===== src/rtl/mem_access_ctrl.sv =====
// MEM-stage data-memory access controller: runs loads/stores over a req/ack bus,
// stalls the pipeline per access, steers byte lanes, extends load data, flags misalignment and timeout.
module mem_access_ctrl #(
    parameter int unsigned S           = 32,
    parameter int unsigned TIMEOUT_CYC = 16
) (
    input  logic           clk,
    input  logic           reset,
    input  logic           ex_valid,
    input  logic           ex_MemRead,
    input  logic           ex_MemWrite,
    input  logic [1:0]     ex_Size,
    input  logic           ex_Unsigned,
    input  logic [S-1:0]   ex_Addr,
    input  logic [S-1:0]   ex_WriteData,
    output logic           mem_stall,
    output logic [S-1:0]   mem_ReadData,
    output logic           mem_ReadValid,
    output logic           mem_AlignErr,
    output logic           mem_BusErr,
    output logic           dm_req,
    output logic           dm_we,
    output logic [S-3:0]   dm_addr,
    output logic [3:0]     dm_be,
    output logic [S-1:0]   dm_wdata,
    input  logic           dm_ack,
    input  logic [S-1:0]   dm_rdata
);

    localparam int unsigned CW = 8;

    typedef enum logic [1:0] {
        IDLE = 2'd0,
        REQ  = 2'd1,
        DONE = 2'd2
    } state_t;

    state_t        state_q, state_d;
    logic [CW-1:0] cnt_q;
    logic [1:0]    ld_off_q;
    logic [1:0]    ld_size_q;
    logic          ld_uns_q;

    logic          access;
    logic          misalign;
    logic          timeout_hit;
    logic [3:0]    st_be;
    logic [S-1:0]  st_wdata;
    logic [7:0]    ld_byte;
    logic [15:0]   ld_half;
    logic [S-1:0]  ld_ext;

    assign access      = ex_valid & (ex_MemRead | ex_MemWrite);
    assign misalign    = ((ex_Size == 2'b01) & ex_Addr[0]) |
                         (ex_Size[1] & (ex_Addr[1:0] != 2'b00));
    assign timeout_hit = (cnt_q + CW'(1)) == CW'(TIMEOUT_CYC);

    // Little-endian store lane steering; reserved size behaves as word
    always_comb begin
        st_be    = 4'b1111;
        st_wdata = ex_WriteData;
        case (ex_Size)
            2'b00: begin
                st_be    = 4'b0001 << ex_Addr[1:0];
                st_wdata = {4{ex_WriteData[7:0]}};
            end
            2'b01: begin
                st_be    = ex_Addr[1] ? 4'b1100 : 4'b0011;
                st_wdata = {2{ex_WriteData[15:0]}};
            end
            default: ;
        endcase
    end

    // Load lane select and extension from the attributes latched at accept
    always_comb begin
        ld_byte = dm_rdata[{ld_off_q, 3'b000} +: 8];
        ld_half = dm_rdata[{ld_off_q[1], 4'b0000} +: 16];
        ld_ext  = dm_rdata;
        case (ld_size_q)
            2'b00:   ld_ext = ld_uns_q ? {24'd0, ld_byte} : {{24{ld_byte[7]}}, ld_byte};
            2'b01:   ld_ext = ld_uns_q ? {16'd0, ld_half} : {{16{ld_half[15]}}, ld_half};
            default: ld_ext = dm_rdata;
        endcase
    end

    always_ff @(posedge clk) begin
        if (!reset) state_q <= IDLE;
        else        state_q <= state_d;
    end

    always_comb begin
        state_d   = state_q;
        mem_stall = 1'b0;
        case (state_q)
            IDLE: begin
                if (access && !misalign) begin
                    state_d   = REQ;
                    mem_stall = 1'b1;
                end
            end
            REQ: begin
                mem_stall = 1'b1;
                if (dm_ack || timeout_hit) state_d = DONE;
            end
            DONE:    state_d = IDLE;
            default: state_d = IDLE;
        endcase
    end

    // Bus outputs, result data, status pulses and timeout counter
    always_ff @(posedge clk) begin
        if (!reset) begin
            dm_req        <= 1'b0;
            dm_we         <= 1'b0;
            dm_addr       <= '0;
            dm_be         <= '0;
            dm_wdata      <= '0;
            mem_ReadData  <= '0;
            mem_ReadValid <= 1'b0;
            mem_AlignErr  <= 1'b0;
            mem_BusErr    <= 1'b0;
            cnt_q         <= '0;
            ld_off_q      <= '0;
            ld_size_q     <= '0;
            ld_uns_q      <= 1'b0;
        end else begin
            mem_ReadValid <= 1'b0;
            mem_AlignErr  <= 1'b0;
            mem_BusErr    <= 1'b0;
            case (state_q)
                IDLE: begin
                    if (access && misalign) begin
                        mem_AlignErr <= 1'b1;
                    end else if (access) begin
                        dm_req    <= 1'b1;
                        dm_we     <= ex_MemWrite;
                        dm_addr   <= ex_Addr[S-1:2];
                        dm_be     <= ex_MemWrite ? st_be : 4'b1111;
                        dm_wdata  <= ex_MemWrite ? st_wdata : '0;
                        ld_off_q  <= ex_Addr[1:0];
                        ld_size_q <= ex_Size;
                        ld_uns_q  <= ex_Unsigned;
                        cnt_q     <= '0;
                    end
                end
                REQ: begin
                    if (dm_ack) begin
                        dm_req <= 1'b0;
                        if (!dm_we) begin
                            mem_ReadData  <= ld_ext;
                            mem_ReadValid <= 1'b1;
                        end
                    end else begin
                        cnt_q <= cnt_q + CW'(1);
                        if (timeout_hit) begin
                            dm_req     <= 1'b0;
                            mem_BusErr <= 1'b1;
                            if (!dm_we) mem_ReadData <= '0;
                        end
                    end
                end
                default: ;
            endcase
        end
    end

endmodule


===== config.mk =====
export PLATFORM = sky130hd
export DESIGN_NAME = mem_access_ctrl
export DESIGN_NICKNAME = d
export VERILOG_FILES = /design/src/rtl/mem_access_ctrl.sv
export SDC_FILE = /design/constraint.sdc
export NUM_CORES = 1
export LEC_CHECK = 0
export ABC_AREA = 1
export BUFFER_PORTS_ARGS = -buffer_cell sky130_fd_sc_hd__clkbuf_2
export CAP_MARGIN = 20
export CORE_ASPECT_RATIO = 1.4
export CORE_MARGIN = 5
export CORE_UTILIZATION = 45
export DETAILED_ROUTE_END_ITERATION = 8
export GPL_TIMING_DRIVEN = 1
export HOLD_SLACK_MARGIN = 0.08
export PLACE_DENSITY = 0.74
export SLEW_MARGIN = 15
export SYNTH_ARGS = -nofsm -noshare
export SYNTH_HDL_FRONTEND = slang
export SYNTH_SLANG_ARGS = --single-unit

===== constraint.sdc =====
create_clock -name clk -period 1.95 [get_ports clk]
set_clock_uncertainty 0.1 [all_clocks]
set_input_delay 0.195 -clock clk [delete_from_list [all_inputs] [get_ports clk]]
set_output_delay 0.195 -clock clk [all_outputs]
set_load 0.01 [all_outputs]

==> summary.md <==
| Metric | Value |
|---|---|
| Hold_ws | `0.08800 ns` |
| Share of cells above drive strength 1 | `0.3386` |
| Pint | `4.810 mW` |
| Critical Path RT | `2.15 ns` |
| Drt total wl | `19000 um` |
| Crit path buf inv count | `2` |
| Delay-heaviest family, CP | `simple AND/OR/NAND/NOR gates` |
| Final ANT Viol Nets | `0` |
| Die height | `143.9 um` |
| Nets | `1159` |
| Switching Share | `0.2939` |
| Synth warnings | `0` |
| Syn Area/Cell | `7.447 um^2` |
| Unrepaired setup endpoints after global routing | `false` |
| First-pass GRT wire length | `30520 um` |
| Post-route design area | `8265 um^2` |
| Worst-path clk slew | `0.06 ns` |
| HP Class | `in2reg` |
| GRT Total Usage | `0.2497` |
| Ports | `209` |
| Crit share post-route | `0.9646` |
| Slowest-stage cell, CP | `dfxtp_2` |
| Power Dens Cells | `824.1 nW/um^2` |
| Final min period | `1.881 ns` |
| Synthesis-to-finish area growth | `43.39%` |
| CP Max Fanout | `7` |
| Highest Clock Rate | `0.5316 GHz` |
| CTS HTree Levels | `4` |
| Total gr overflow | `0` |
| DRC Markers | `0` |
| WL/cell | `15.59 um` |
| Skew-Pair Late Insertion Delay | `0.41 ns` |
| Pre-CTS setup slack | `-0.004539 ns` |
| Vias in the first global route | `6332` |
| Largest net degree at the start of global routing | `66` |
| Final worst setup slack | `0.06905 ns` |
| Final Max Tran Viols | `0` |
| Setup TNS | `0 ns` |
| Synth Net Count | `880` |
| Clock share of power | `0.442` |
| Worst-Margin Slew | `0.6880 ns` |
| Sequential element share of the synthesized area | `0.4098` |
| Placed Area | `6858 um^2` |
| Flop2flop setup slack | `0.07 ns` |
| I/O Buffers | `208` |
| Ys async rst share | `0` |
| Most common cell after layout, fill and taps aside | `nand2_1` |
| Initial core utilization | `0.4542` |
| Seq cells post-synth | `118` |
| End-of-flow core utilization | `0.6513` |
| Vias/cell | `5.187` |
| Core Footprint | `12690 um^2` |
| Top-area cell type share of the netlist area | `0.4098` |
| Status | `finished, final reports clean` |
| Element type at the critical path end | `flop` |
| DP Cell Count | `1106` |
| DRT Pass-1 Iters | `4` |
| Most frequent cells in the layout | `nand2_1, clkbuf_2, a21oi_1, dfxtp_1, dlygate4sd3_1` |
| Sequential power share | `0.382` |
| Initial drt markers | `281` |
| Total Power Consumption | `6.812 mW` |
| Startpoint Class | `flop` |
| Initial antenna violation count | `0` |
| Psw | `2.002 mW` |
| Slowest Stage Delay on Critical Path | `0.33 ns` |
| Die width | `105.7 um` |
| Synth Cell Area | `5764 um^2` |
| Number of diodes | `0` |
| Die area | `15210 um^2` |
| CP Data Arrival Time | `2.09 ns` |
| CTS sink count | `118` |
| Fin. Hold Viols | `0` |
| Synth cell types | `43` |
| Clock Tree Buf Depth | `2` |
| Synth area leader | `dfxtp_1` |
| Top area cells in the synthesized netlist | `dfxtp_1, nand2_1, a21oi_1` |
| Max_slew headroom | `0.5413` |
| Post-synth EDFFs | `0` |
| Leakage power | `3.734 nW` |
| Combinational power share | `0.177` |
| Cts bufs inserted | `17` |
| Top_reg_cell synth | `dfxtp_1` |
| Crit-path cells | `ha_2 > nand2_2 > inv_1 > nand3_1 > nand2_2 > nor2_4 > nand3_4 > nand2_8 > buf_4 > nand3_1 > nand2_1 > nor2_1` |
| Final setup fails | `0` |
| Number of max-cap violations | `0` |
| Post-Syn Instances | `774` |
| CTS tree | `done` |
| Dpl hpwl | `12730 um` |
| Gpl congestion | `0.9432` |
| Root Driver | `clkbuf_16` |
| Row count | `49` |
| Vias | `6323` |
| Critical path type | `reg2reg` |
| Peak VDD IR | `0.0006739 V` |
| Post-Layout Cell Count | `1219` |
## layout make-up
| type | instances | area, um^2 |
|---|---|---|
| fill | 1069 | 4425 |
| multi-input combinational | 552 | 2894 |
| sequential | 118 | 2365 |
| timing repair buffer | 306 | 2017 |
| clock buffer | 18 | 429.2 |
| inverter | 58 | 225.2 |
| tap | 153 | 191.4 |
| clock inverter | 14 | 143.9 |
## synthesized netlist by cell type (8+ instances only)
cell type	n
buf_4	9
nand2_1	221
o22ai_1	8
nand3_1	15
a22oi_1	9
dfxtp_1	118
nor2_1	39
o21ai_0	28
a21oi_1	119
inv_1	47
buf_2	13
clkbuf_1	17
o21ai_2	9
o211ai_1	11
nor2_2	22
nand3_2	30
## worst register-to-register path: stages, from the launching register on
cell and delay (ns):
dfxtp_2 0.33, ha_2 0.19, nand2_2 0.10, inv_1 0.08, nand3_1 0.11, nand2_2 0.09
nor2_4 0.13, nand3_4 0.13, nand2_8 0.15, buf_4 0.16, nand3_1 0.09, nand2_1 0.09
nor2_1 0.04
## sequential cells by signal, summed over array words and instances, names as in the netlist, 2 cells and up
register and flops:
dm_addr 30, dm_be 4, ld_size_q 2, cnt_q 8, mem_ReadData 32, dm_wdata 32, ld_off_q 2, state_q 2
## cell families after synthesis
| kind of cell | share of synthesized area |
|---|---|
| buffers and inverters | 0.09247 |
| DFF | 0.4098 |
| AOI/OAI and AO/OA | 0.2012 |
| adders and majority gates | 0.002170 |
| and+or+nand+nor | 0.2943 |
## routing by layer
metal | GRT usage | part of all wire | up-vias
met4 | 0.1412 | 0.048 | 0
met1 | 0.2701 | 0.37 | 2877
met5 | 0 | 0 | -
met2 | 0.4358 | 0.51 | 257
li1 | - | - | 3117
met3 | 0.07416 | 0.072 | 72
## final timing paths
| kind | from | endpoint | cells past startpoint |
|---|---|---|---|
| worst max-delay path | cnt_q[0] | mem_ReadData[18] | 12 |
| worst min-delay path | dm_rdata[2] | mem_ReadData[2] | 4 |
| worst max register to register | cnt_q[0] | mem_ReadData[18] | 12 |
| worst min register to register | mem_ReadData[0] | mem_ReadData[0] | 2 |
## repair_timing
item                                    in CTS  in global routing
endpoints found under the hold margin       76                  0
hold buffers                                73                  0
resized for setup                            3                  6
pin swaps                                    3                  2
endpoints found under the setup margin      16                 34
buffers inserted                             6                  0
gates cloned                                 2                  0
## power by group through the flow
stage / logic (mW) / registers [mW] / clock network (mW)
2_1_floorplan: 0.653 / 2.68 / 0
3_3_place_gp: 1.04 / 2.65 / 0
3_5_place_dp: 1.05 / 2.65 / 0
4_1_cts: 1.19 / 2.60 / 3.05
5_1_grt: 1.32 / 2.61 / 3.16
6_report: 1.20 / 2.60 / 3.01
(Power assumes the default switching activity.)
